<file path="src/rtl/uart_ctrl_pkg.sv">
// Shared types and defaults for the UART frame sequencer.
// State encoding plus the default header and ASCII offset bytes.
package uart_ctrl_pkg;

    typedef enum logic [2:0] {
        S_IDLE  = 3'd0,
        S_LOAD  = 3'd1,
        S_START = 3'd2,
        S_WAIT  = 3'd3,
        S_SEND  = 3'd4,
        S_DRAIN = 3'd5
    } state_e;

    localparam logic [7:0] SYNC_BYTE_DEF  = 8'hA5;
    localparam logic [7:0] ASCII_BASE_DEF = 8'h30;

endpackage

</file>
<file path="src/rtl/uart_frame_ctrl_sync_edge.sv">
// Two-flop synchroniser for slow-domain status levels.
// EDGE=1 turns the output into a one-cycle rising-edge pulse.
module sync_edge #(
    parameter bit EDGE = 1'b1
) (
    input  logic clk,
    input  logic rst,
    input  logic d_i,
    output logic q_o
);

    logic s1_q;
    logic s2_q;

    // two metastability-hardening stages
    always_ff @(posedge clk or negedge rst) begin
        if (!rst) begin
            s1_q <= 1'b0;
            s2_q <= 1'b0;
        end else begin
            s1_q <= d_i;
            s2_q <= s1_q;
        end
    end

    generate
        if (EDGE) begin : g_edge
            logic s3_q;

            // previous synchronised level for rising-edge detection
            always_ff @(posedge clk or negedge rst) begin
                if (!rst) begin
                    s3_q <= 1'b0;
                end else begin
                    s3_q <= s2_q;
                end
            end

            assign q_o = s2_q & ~s3_q;
        end else begin : g_lvl
            assign q_o = s2_q;
        end
    endgenerate

endmodule

</file>
<file path="src/rtl/uart_frame_ctrl.sv">
// Sequencer between the UART pair and the inference core: hunts a
// header byte, loads a pixel frame, runs the core, returns ASCII digit.
module uart_frame_ctrl
    import uart_ctrl_pkg::*;
#(
    parameter int unsigned N_PIX      = 784,
    parameter int unsigned ADDR_W     = 10,
    parameter logic [7:0]  SYNC_BYTE  = SYNC_BYTE_DEF,
    parameter int unsigned TIMEOUT    = 5_000_000,
    parameter logic [7:0]  ASCII_BASE = ASCII_BASE_DEF
) (
    input  logic              clk,
    input  logic              rst,
    input  logic              rx_rdy,
    input  logic [7:0]        rx_data,
    input  logic              tx_busy,
    output logic              tx_en,
    output logic [7:0]        tx_data,
    output logic              pix_we,
    output logic [ADDR_W-1:0] pix_addr,
    output logic [7:0]        pix_wdata,
    output logic              nn_start,
    input  logic              nn_done,
    input  logic [3:0]        nn_result,
    output logic              busy,
    output logic              err
);

    localparam int unsigned TMO_W = $clog2(TIMEOUT + 1);
    localparam logic [ADDR_W-1:0] LAST = ADDR_W'(N_PIX - 1);
    localparam logic [TMO_W-1:0]  TMO_LAST = TMO_W'(TIMEOUT - 1);

    logic rx_ev;
    logic busy_s;

    state_e            state_q, state_d;
    logic [ADDR_W-1:0] addr_q, addr_d;
    logic [TMO_W-1:0]  tmo_q, tmo_d;
    logic              pix_we_q, pix_we_d;
    logic [ADDR_W-1:0] pix_addr_q, pix_addr_d;
    logic [7:0]        pix_wdata_q, pix_wdata_d;
    logic              nn_start_q, nn_start_d;
    logic              tx_en_q, tx_en_d;
    logic [7:0]        tx_data_q, tx_data_d;
    logic              err_q, err_d;

    sync_edge #(.EDGE(1'b1)) u_rx_sync (
        .clk (clk),
        .rst (rst),
        .d_i (rx_rdy),
        .q_o (rx_ev)
    );

    sync_edge #(.EDGE(1'b0)) u_tx_sync (
        .clk (clk),
        .rst (rst),
        .d_i (tx_busy),
        .q_o (busy_s)
    );

    // next-state and registered-output decode
    always_comb begin
        state_d     = state_q;
        addr_d      = addr_q;
        tmo_d       = tmo_q;
        pix_we_d    = 1'b0;
        pix_addr_d  = pix_addr_q;
        pix_wdata_d = pix_wdata_q;
        nn_start_d  = 1'b0;
        tx_en_d     = 1'b0;
        tx_data_d   = tx_data_q;
        err_d       = err_q;
        unique case (state_q)
            S_IDLE: begin
                if (rx_ev && rx_data == SYNC_BYTE) begin
                    state_d = S_LOAD;
                    addr_d  = '0;
                    tmo_d   = '0;
                    err_d   = 1'b0;
                end
            end
            S_LOAD: begin
                if (rx_ev) begin
                    pix_we_d    = 1'b1;
                    pix_addr_d  = addr_q;
                    pix_wdata_d = rx_data;
                    addr_d      = addr_q + ADDR_W'(1);
                    tmo_d       = '0;
                    if (addr_q == LAST) begin
                        state_d = S_START;
                    end
                end else if (tmo_q == TMO_LAST) begin
                    err_d   = 1'b1;
                    state_d = S_IDLE;
                end else begin
                    tmo_d = tmo_q + TMO_W'(1);
                end
            end
            S_START: begin
                nn_start_d = 1'b1;
                state_d    = S_WAIT;
            end
            S_WAIT: begin
                if (nn_done) begin
                    tx_data_d = ASCII_BASE + {4'd0, nn_result};
                    state_d   = S_SEND;
                end
            end
            S_SEND: begin
                tx_en_d = tx_en_q;
                if (!tx_en_q && !busy_s) begin
                    tx_en_d = 1'b1;
                end else if (tx_en_q && busy_s) begin
                    tx_en_d = 1'b0;
                    state_d = S_DRAIN;
                end
            end
            S_DRAIN: begin
                if (!busy_s) begin
                    state_d = S_IDLE;
                end
            end
            default: begin
                state_d = S_IDLE;
            end
        endcase
    end

    // state, counters and output registers
    always_ff @(posedge clk or negedge rst) begin
        if (!rst) begin
            state_q     <= S_IDLE;
            addr_q      <= '0;
            tmo_q       <= '0;
            pix_we_q    <= 1'b0;
            pix_addr_q  <= '0;
            pix_wdata_q <= '0;
            nn_start_q  <= 1'b0;
            tx_en_q     <= 1'b0;
            tx_data_q   <= '0;
            err_q       <= 1'b0;
        end else begin
            state_q     <= state_d;
            addr_q      <= addr_d;
            tmo_q       <= tmo_d;
            pix_we_q    <= pix_we_d;
            pix_addr_q  <= pix_addr_d;
            pix_wdata_q <= pix_wdata_d;
            nn_start_q  <= nn_start_d;
            tx_en_q     <= tx_en_d;
            tx_data_q   <= tx_data_d;
            err_q       <= err_d;
        end
    end

    assign tx_en     = tx_en_q;
    assign tx_data   = tx_data_q;
    assign pix_we    = pix_we_q;
    assign pix_addr  = pix_addr_q;
    assign pix_wdata = pix_wdata_q;
    assign nn_start  = nn_start_q;
    assign err       = err_q;
    assign busy      = (state_q != S_IDLE);

endmodule

</file>
<file path="config.mk">
export PLATFORM = sky130hd
export DESIGN_NAME = uart_frame_ctrl
export DESIGN_NICKNAME = d
export VERILOG_FILES = /design/src/rtl/uart_ctrl_pkg.sv /design/src/rtl/uart_frame_ctrl_sync_edge.sv /design/src/rtl/uart_frame_ctrl.sv
export SDC_FILE = /design/constraint.sdc
export NUM_CORES = 1
export LEC_CHECK = 0
export ABC_CLOCK_PERIOD_IN_PS = 2400
export CAP_MARGIN = 10
export CORE_ASPECT_RATIO = 0.75
export CORE_MARGIN = 5
export CORE_UTILIZATION = 44
export CTS_BUF_LIST = sky130_fd_sc_hd__clkbuf_4
export DETAILED_ROUTE_END_ITERATION = 16
export HOLD_SLACK_MARGIN = 0.05
export PLACE_DENSITY = 0.66
export SLEW_MARGIN = 20
export SYNTH_ARGS = -nofsm -noshare
export SYNTH_HDL_FRONTEND = slang
export SYNTH_SLANG_ARGS = --single-unit
</file>
<file path="constraint.sdc">
create_clock -name clk -period 2.4 [get_ports clk]
set_input_delay 0.6 -clock clk [delete_from_list [all_inputs] [get_ports clk]]
set_output_delay 0.6 -clock clk [all_outputs]
set_load 0.005 [all_outputs]
</file>
Yosys cells after proc, flatten, opt, wreduce, memory -nomap -nowiden
Cells that the tools add are included.
{"block": "totals", "in_bits": 17, "word_cells": 80, "output_inout_bits": 31, "register_bits": 71}
{"block": "classes", "reduce_logical": 14, "eq_ne": 20, "bitwise_logic": 2, "n_mux": 26, "add_sub_neg": 3}
{"op": "23-bit two-way mux", "count": 3}
{"op": "23-bit one-hot mux with 2 select lines", "count": 1}
{"op": "3-bit two-way mux", "count": 8}
{"op": "23-bit by 1-bit adder with 23-bit output, second input constant", "count": 1}
{"op": "23-bit == test, second input constant", "count": 1}
{"op": "10-bit two-way mux", "count": 2}
{"op": "10-bit one-hot mux with 2 select lines", "count": 1}
{"op": "3-bit one-hot mux with 6 select lines", "count": 1}
{"op": "2-bit != test, second input constant", "count": 8}
{"op": "3-bit != test, second input constant", "count": 4}
{"op": "10-bit by 1-bit adder with 10-bit output, second input constant", "count": 1}
{"op": "10-bit == test, second input constant", "count": 1}
{"op": "1-bit two-way mux", "count": 9}
{"op": "8-bit == test, second input constant", "count": 1}
{"op": "6-bit by 4-bit adder with 7-bit output, first input constant", "count": 1}
{"op": "7-bit AND reduction", "count": 1}
{"op": "3-bit by 2-bit == test with 1-bit output, second input constant", "count": 2}
{"op": "3-bit == test, second input constant", "count": 2}
{"op": "3-bit AND reduction", "count": 2}
{"op": "2-bit AND reduction", "count": 2}
{"op": "4-bit AND reduction", "count": 1}
{"op": "3-bit by 1-bit == test with 1-bit output, second input constant", "count": 1}
{"op": "1-bit logical AND", "count": 3}
{"op": "3-bit logical NOT", "count": 1}
{"op": "6 further kinds", "count": 7}

Depth between registers and ports, before layout
Gate-level depths: netlist (run 1).
{"block": "depth", "depth_word": 5, "ltp_mapped": 7, "depth_no_buf": 7}

Modules after synthesis
From an unflattened synthesis (run 1), not the netlist that was laid out.
{"block": "hier_totals", "hier_cells": 291, "hier_area_um2": 3186.8}
{"mod": "uart_frame_ctrl", "seq_area_each_um2": 1576.5, "area_per_inst_um2": 3047.9, "cells_each": 285, "n_inst": 1}
{"mod": "sync_edge (u_rx_sync)", "seq_area_each_um2": 75.1, "area_per_inst_um2": 88.8, "cells_each": 4, "n_inst": 1}
{"mod": "sync_edge (u_tx_sync)", "seq_area_each_um2": 50.0, "area_per_inst_um2": 50.0, "cells_each": 2, "n_inst": 1}

Worst setup path before layout (run 1)
Ideal clock, no wire load.
{"block": "synth_timing", "kind": "input-to-reg", "from": "input rx_data[3]", "to": "register tmo_q[6]", "n_path_buf": 1, "arrival_ns": 2.073, "cell_stages": 6, "slack_ns": 0.209, "setup_time_ns": 0.118, "required_time_ns": 2.282, "path_cell_list": "or4bb_1 > nor4_4 > nor2_1 > clkbuf_1 > a22o_1 > a21o_1"}
{"block": "synth_between", "elab_chain_cells": 4}
{"element": "start: declaration", "line_no": "uart_frame_ctrl.sv:15", "text": "input logic [7:0] rx_data,"}
{"element": "8-bit == test", "line_no": "uart_frame_ctrl.sv:75", "text": "if (rx_ev && rx_data == SYNC_BYTE) begin"}
{"element": "1-bit logical AND", "line_no": "uart_frame_ctrl.sv:75"}
{"element": "2-bit != test (no source line)"}
{"element": "3-bit AND reduction (no source line)"}
{"element": "end signal: assignment", "line_no": "uart_frame_ctrl.sv:145", "text": "tmo_q <= tmo_d;"}
{"element": "end: declaration", "line_no": "uart_frame_ctrl.sv:38", "text": "logic [TMO_W-1:0] tmo_q, tmo_d;"}
No other way between the ends.
A chain may end at the register's enable or synchronous reset.

Worst setup path after layout (run 1)
{"block": "layout_timing", "from": "register state_q[1]", "to": "output busy"}
{"block": "layout_between", "elab_chain_cells": 1}
{"element": "start: declaration", "line_no": "uart_frame_ctrl.sv:36", "text": "state_e state_q, state_d;"}
{"element": "start signal: assignment", "line_no": "uart_frame_ctrl.sv:143", "text": "state_q <= state_d;"}
{"element": "3-bit nonzero test", "line_no": "uart_frame_ctrl.sv:163", "text": "assign busy = (state_q != S_IDLE);"}
{"element": "end: declaration", "line_no": "uart_frame_ctrl.sv:25", "text": "output logic busy,"}
No other way between the ends.

==> results of run 1 <==
-- logic make-up (layout without fill, tap and decap cells) --
logic type / count (synthesis) / in the layout / share of synthesized area, %
AO/OA/AOI/OAI: 48 / 48 / 9.33
XOR/XNOR: 11 / 11 / 2.99
adder cells (fa/ha/maj): 4 / 4 / 1.56
buffers and inverters: 27 / 89 / 3.73
flip-flops: 68 / 68 / 52.9
multiplexers: 6 / 6 / 2.06
other: 1 / 2 / 0.117
AND/OR/NAND/NOR: 169 / 169 / 27.3
-- report_power, final --
group | total [µW] | internal, µW | switching (µW)
combinational | 1460 | 850 | 610
clock | 624 | 206 | 418
sequential | 1930 | 1560 | 370
total | 4010 | 2620 | 1400
-- final cells by class --
class	count	area share (%)
multi-input cells	240	35.3
well taps	101	3.17
inverters	10	0.943
flip-flops and latches	68	42.7
repair buffers	64	15.1
clock inverters	6	1.07
clock buffers	9	1.70
-- worst max path at each step --
stage / to / cells past startpoint
after CTS: busy / 2
after global placement: tmo_q[3]$_DFFE_PN0P_ / 6
final: busy / 2
after global routing: tmo_q[1]$_DFFE_PN0P_ / 6
after floorplan: tmo_q[6]$_DFFE_PN0P_ / 6
after detailed placement: tmo_q[3]$_DFFE_PN0P_ / 6
-- state kept, by name, indices dropped and copies added (netlist names) --
name / flops
tmo_q: 23
addr_q: 10
pix_addr: 10
pix_wdata: 8
tx_data: 5
state_q: 3
err: 1
nn_start: 1
pix_we: 1
tx_en: 1
u_rx_sync.g_edge.s3_q: 1
u_rx_sync.s1_q: 1
u_rx_sync.s2_q: 1
u_tx_sync.q_o: 1
u_tx_sync.s1_q: 1
-- through the flow --
step	area, µm²	total power (µW)	setup TNS (ps)	hold slack [ps]	utilization (%)
global route	3980	4330	0	181	55.1
finish	3980	4010	0	191	55.1
floorplan	3220	2620	0	304	-
global placement	3850	3350	-1790	335	53.3
CTS	3970	4040	0	174	54.9
detailed placement	3850	3400	-3190	336	53.3
-- routing by layer --
| metal | vias to the layer above | track usage, % | wire length (µm) |
|---|---|---|---|
| li1 | 1291 | - | - |
| met3 | 10 | 4.49 | 355 |
| met2 | 65 | 24.5 | 3040 |
| met5 | - | 0 | 0 |
| met1 | 1231 | 23.2 | 3420 |
| met4 | 0 | 6.19 | 108 |
-- synth_stat cells (4+ instances only) --
master,n
mux2_2,5
nand2b_1,4
nand2_1,67
a21oi_1,10
o21ai_0,16
or4_1,4
buf_2,5
xnor2_1,9
ha_1,4
nand4_1,8
clkbuf_1,7
nor3_1,11
inv_1,10
o31ai_1,5
dfrtp_1,68
nor4_1,6
nor2_1,20
nand3_1,13
or3_1,11
-- repair_timing --
item / 4_1_cts / 5_1_grt
hold buffers: 0 / 0
setup buffers: 1 / 1
pin swaps: 0 / 0
resized for setup: 0 / 1
setup endpoints to repair: 1 / 1
-- layout by cell type, fill, tap and decap left out, drive strengths merged, types with 8 or more instances in the layout --
cell            n
or3            11
o21ai          18
nor3           11
clkdlybuf4s50  44
nand2          67
inv            10
a21oi          10
buf            20
nand4           8
nor4            8
nor2           20
nand3          13
clkbuf          9
dfrtp          68
xnor2           9
-- worst max-delay path, cell delays in order, from the launching register on --
cell and delay, ps:
dfrtp_1 400, or3_4 410, clkdlybuf4s50_1 470
==> results.md, run 1 <==
* Footprint of the multi-input gates at 1410 µm²
* Starting Density at 44.5%
* Critical Path RT at 1800 ps
* Worst ir drop on vdd at 0.514 mV
* Clock sinks at 68
* Hpwl dp at 4.98 mm
* Via density at 5.21
* Reg2Reg Depth at 6
* Hold Fails Final Rpt at 0
* Area occupied by registers at 1700 µm²
* CP Capture Type: primary output
* First-pass DRT Iterations at 4
* Final slew viol count at 0
* Setup slack after layout at 102 ps
* Net count, final at 414
* Hold WC Path Type: in2async
* Buffers on Ports at 45
* Filler instances at 699
* Final Skew at 11.4 ps
* Clk buf depth at 2
* RR Startpoint: tmo_q[0]$_DFFE_PN0P_
* Setup violations, final at 0
* Vias in the first global route at 2505
* Main synth FF type: dfrtp_1
* Reg2reg end: tmo_q[4]$_DFFE_PN0P_
* Layout cells sized above 1 at 11.8%
* Number of unique standard cell types used by synthesis at 52
* Via Count at 2597
* Antenna diode count at 0
* DRT iter0 DRCs at 151
* Slew @ Worst Pin at 498 ps
* Height of the die at 84.1 µm
* Minimum clock period at 2300 ps
* Critical path peak fanout at 2
* DRT Wirelength at 6.92 mm
* Pwr/cell area at 1010 nW/µm²
* Syn Area/Cell at 9.63 µm²
* Arrival time at the worst endpoint at 1700 ps
* Area Growth Syn to Fin at 23.7%
* Gr usage total at 16.6%
* WS Path Type: reg2out
* Yosys warning count at 0
* Overflow after GRT at 0
* Htree depth at 3
* Initial antenna violation count at 0
* Status: completed
* Die area at 9140 µm²
* Core footprint at 7230 µm²
* Pre-CTS WS at -219 ps
* Largest net degree at the start of global routing at 69
* Unrepaired setup endpoints after global routing: false
* FMAX at 435 MHz
* Synthesized netlist cell count at 334
* Worst Setup SP: state_q[1]$_DFFE_PN0P_
* Fin crit share at 95.7%
* Post-synth EDFFs at 0
* DRC Markers at 0
* Reg2Reg Setup Slack at 170 ps
* Clock Root Buffer: clkbuf_4
* Sequential-to-total area share from yosys stat at 52.9%
* CP Launch Type: flop
* Post-Place Cells at 481
* P_leak at 0.00173 µW
* Cell Area, Synth at 3220 µm²
* Site row count at 27
* Synth async-reset ratio at 100%
* Clk Latency, worst-skew pair at 410 ps
* Relative max-transition margin at 66.6%
* Non-filler cells in the finished layout at 498
* Synth area leader: dfrtp_1
* MaxCap Viol Count at 0
* CTS tree: done
* Avg WL per Cell at 13.9 µm
* Top-area cell type share of the netlist area at 52.9%
* Num ports at 48
* ANT nets after route at 0
* Yosys reg bits at 68
* First-pass GRT wire length at 11.9 mm
* GPL Wtd Cong at 0.886
* TritonCTS Buffers at 9
* Top cells by area, synth: dfrtp_1, nand2_1, o21ai_0
* Die Wd at 109 µm
* Clock transition at path regs at 110 ps
(Power assumes the default switching activity.)
==> run 2: changes to the inputs <==
--- a/config.mk
+++ b/config.mk
@@ -13,7 +13,7 @@
 export CTS_BUF_LIST = sky130_fd_sc_hd__clkbuf_4
 export DETAILED_ROUTE_END_ITERATION = 16
 export HOLD_SLACK_MARGIN = 0.05
-export PLACE_DENSITY = 0.66
+export PLACE_DENSITY = 0.67
 export SLEW_MARGIN = 20
 export SYNTH_ARGS = -nofsm -noshare
 export SYNTH_HDL_FRONTEND = slang
==> results.md, run 2 (synthesis gave the netlist of run 1 again) <==
* Unrepaired setup endpoints after global routing: false
* First-pass DRT Iterations at 4
* Largest net degree at the start of global routing at 28
* WS Path Type: reg2out
* Via density at 5.21
* Die Wd at 109 µm
* Dpl cell area at 3850 µm²
* Antenna diode count at 0
* DRC Markers at 0
* Cell-internal power at 2920 µW
* Gr usage total at 17.0%
* Clock transition at path regs at 120 ps
* Filler instances at 686
* Switching Fraction at 32.5%
* First-pass GRT wire length at 12.2 mm
* Minimum clock period at 2300 ps
* Relative max-transition margin at 56.5%
* Buffers on Ports at 45
* GPL Wtd Cong at 0.854
* FMAX at 434 MHz
* Avg WL per Cell at 14.3 µm
* DRT Wirelength at 7.17 mm
* Sum of buffers and inverters on the critical path at 1
* Starting Density at 44.5%
* Worst ir drop on vdd at 0.570 mV
* Final Skew at 10.6 ps
* CTS tree: done
* Via Count at 2605
* Height of the die at 84.1 µm
* Slew @ Worst Pin at 653 ps
* CP Launch Type: flop
* Hold Fails Final Rpt at 0
* P_leak at 0.00176 µW
* Status: completed
* Tot Pwr at 4330 µW
* Vias in the first global route at 2459
* Slowest stage delay, CP at 460 ps
* Core footprint at 7230 µm²
* Initial antenna violation count at 0
* Htree depth at 3
* Hold WC Path Type: in2async
* CP cell instances: or3_4 > clkdlybuf4s50_1
* Final slew viol count at 0
* Part of the power in the clock network at 21.8%
* Num ports at 48
* Clock sinks at 68
* Commonest non-fill, non-tap cell in the layout: nand2_1
* Fin Setup TNS at 0 ps
* Area Growth Syn to Fin at 25.9%
* Combinational power share at 33.5%
* Seq pwr share at 44.7%
* Final instance area at 4050 µm²
* Layout cells sized above 1 at 12.3%
* Family with the most delay on the worst path: buffers and inverters
* Slowest stage cell, crit path: clkdlybuf4s50_1
* Reg with most FFs: tmo_q
* Setup violations, final at 0
* Largest register FFs at 23
* Die area at 9140 µm²
* TritonCTS Buffers at 9
* Critical path peak fanout at 2
* CP Capture Type: primary output
* Arrival time at the worst endpoint at 1700 ps
* Switching Power at 1410 µW
* Clock Root Buffer: clkbuf_4
* Commonest non-fill, non-tap cells in the layout: nand2_1, dfrtp_1, clkdlybuf4s50_1
* Hpwl dp at 5.14 mm
* Site row count at 27
* MaxCap Viol Count at 0
* Pwr/cell area at 1070 nW/µm²
* Fin crit share at 96.0%
* DRT iter0 DRCs at 153
* Net count, final at 415
* Critical Path RT at 1800 ps
* ANT nets after route at 0
* Clk Latency, worst-skew pair at 420 ps
* Clk buf depth at 2
* Overflow after GRT at 0
-- run 2: changes by cell type in the layout (fill, tap and decap cells not counted), moves of 2 or more --
cell and delta:
dfrtp_2 +2, clkinv_1 +2, buf_4 +2, dfrtp_1 -2
clkinv_2 -2, clkinv_4 -2, bufinv_16 +3
-- run 2: per-layer routing --
layer	track usage (%)	part of all wire, %	vias up	wire (µm)
met5	0	0	-	0
met4	6.08	1.4	0	99
met3	4.49	5.1	10	364
met2	24.0	43	62	3070
met1	25.1	51	1238	3640
li1	-	-	1295	-
-- run 2: final timing paths --
kind	start	to	slack [ps]	cells past startpoint
max in group asynchronous	rst	state_q[2]$_DFFE_PN0P_	1580	2
min reg2reg	u_tx_sync.s1_q$_DFF_PN0_	u_tx_sync.q_o$_DFF_PN0_	380	0
min	rst	tmo_q[3]$_DFFE_PN0P_	200	1
max	state_q[1]$_DFFE_PN0P_	busy	100	2
max reg2reg	state_q[1]$_DFFE_PN0P_	tmo_q[20]$_DFFE_PN0P_	180	6
min in group clk	u_tx_sync.s1_q$_DFF_PN0_	u_tx_sync.q_o$_DFF_PN0_	380	0
-- run 2: layout make-up --
class                           instances  area [µm²]  area share (%)
Inverter                               10        37.5           0.927
Sequential cell                        68        1700            42.1
Tap cell                              101         126            3.12
Clock buffer                            9        67.6            1.67
Timing Repair Buffer                   65         596            14.7
Multi-Input combinational cell        240        1410            34.7
Clock inverter                          7         114            2.81
-- run 2: stage by stage --
step                worst slack, ps  hold slack, ps  instances  util (%)
finish                         95.6             199        500      56.0
detailed placement             -196             348        482      53.2
global route                   34.9             220        500      56.0
CTS                            35.3             194        500      56.0
global placement               -152             335        482      53.2
floorplan                       209             304        335         -
-- run 2: power by group through the flow --
stage / sequential [µW] / clock, µW / combinational [µW]
after floorplan: 1880 / 0 / 743
after global placement: 1970 / 0 / 1370
after detailed placement: 1980 / 0 / 1400
after CTS: 1930 / 972 / 1460
after global routing: 2010 / 1020 / 1620
final: 1940 / 945 / 1450
-- run 2: repair_timing --
item                                    in CTS  in global routing
gates resized for setup                      2                  1
pin swaps                                    0                  0
endpoints found under the setup margin       1                  1
setup buffers                                2                  0
hold buffers                                 0                  0
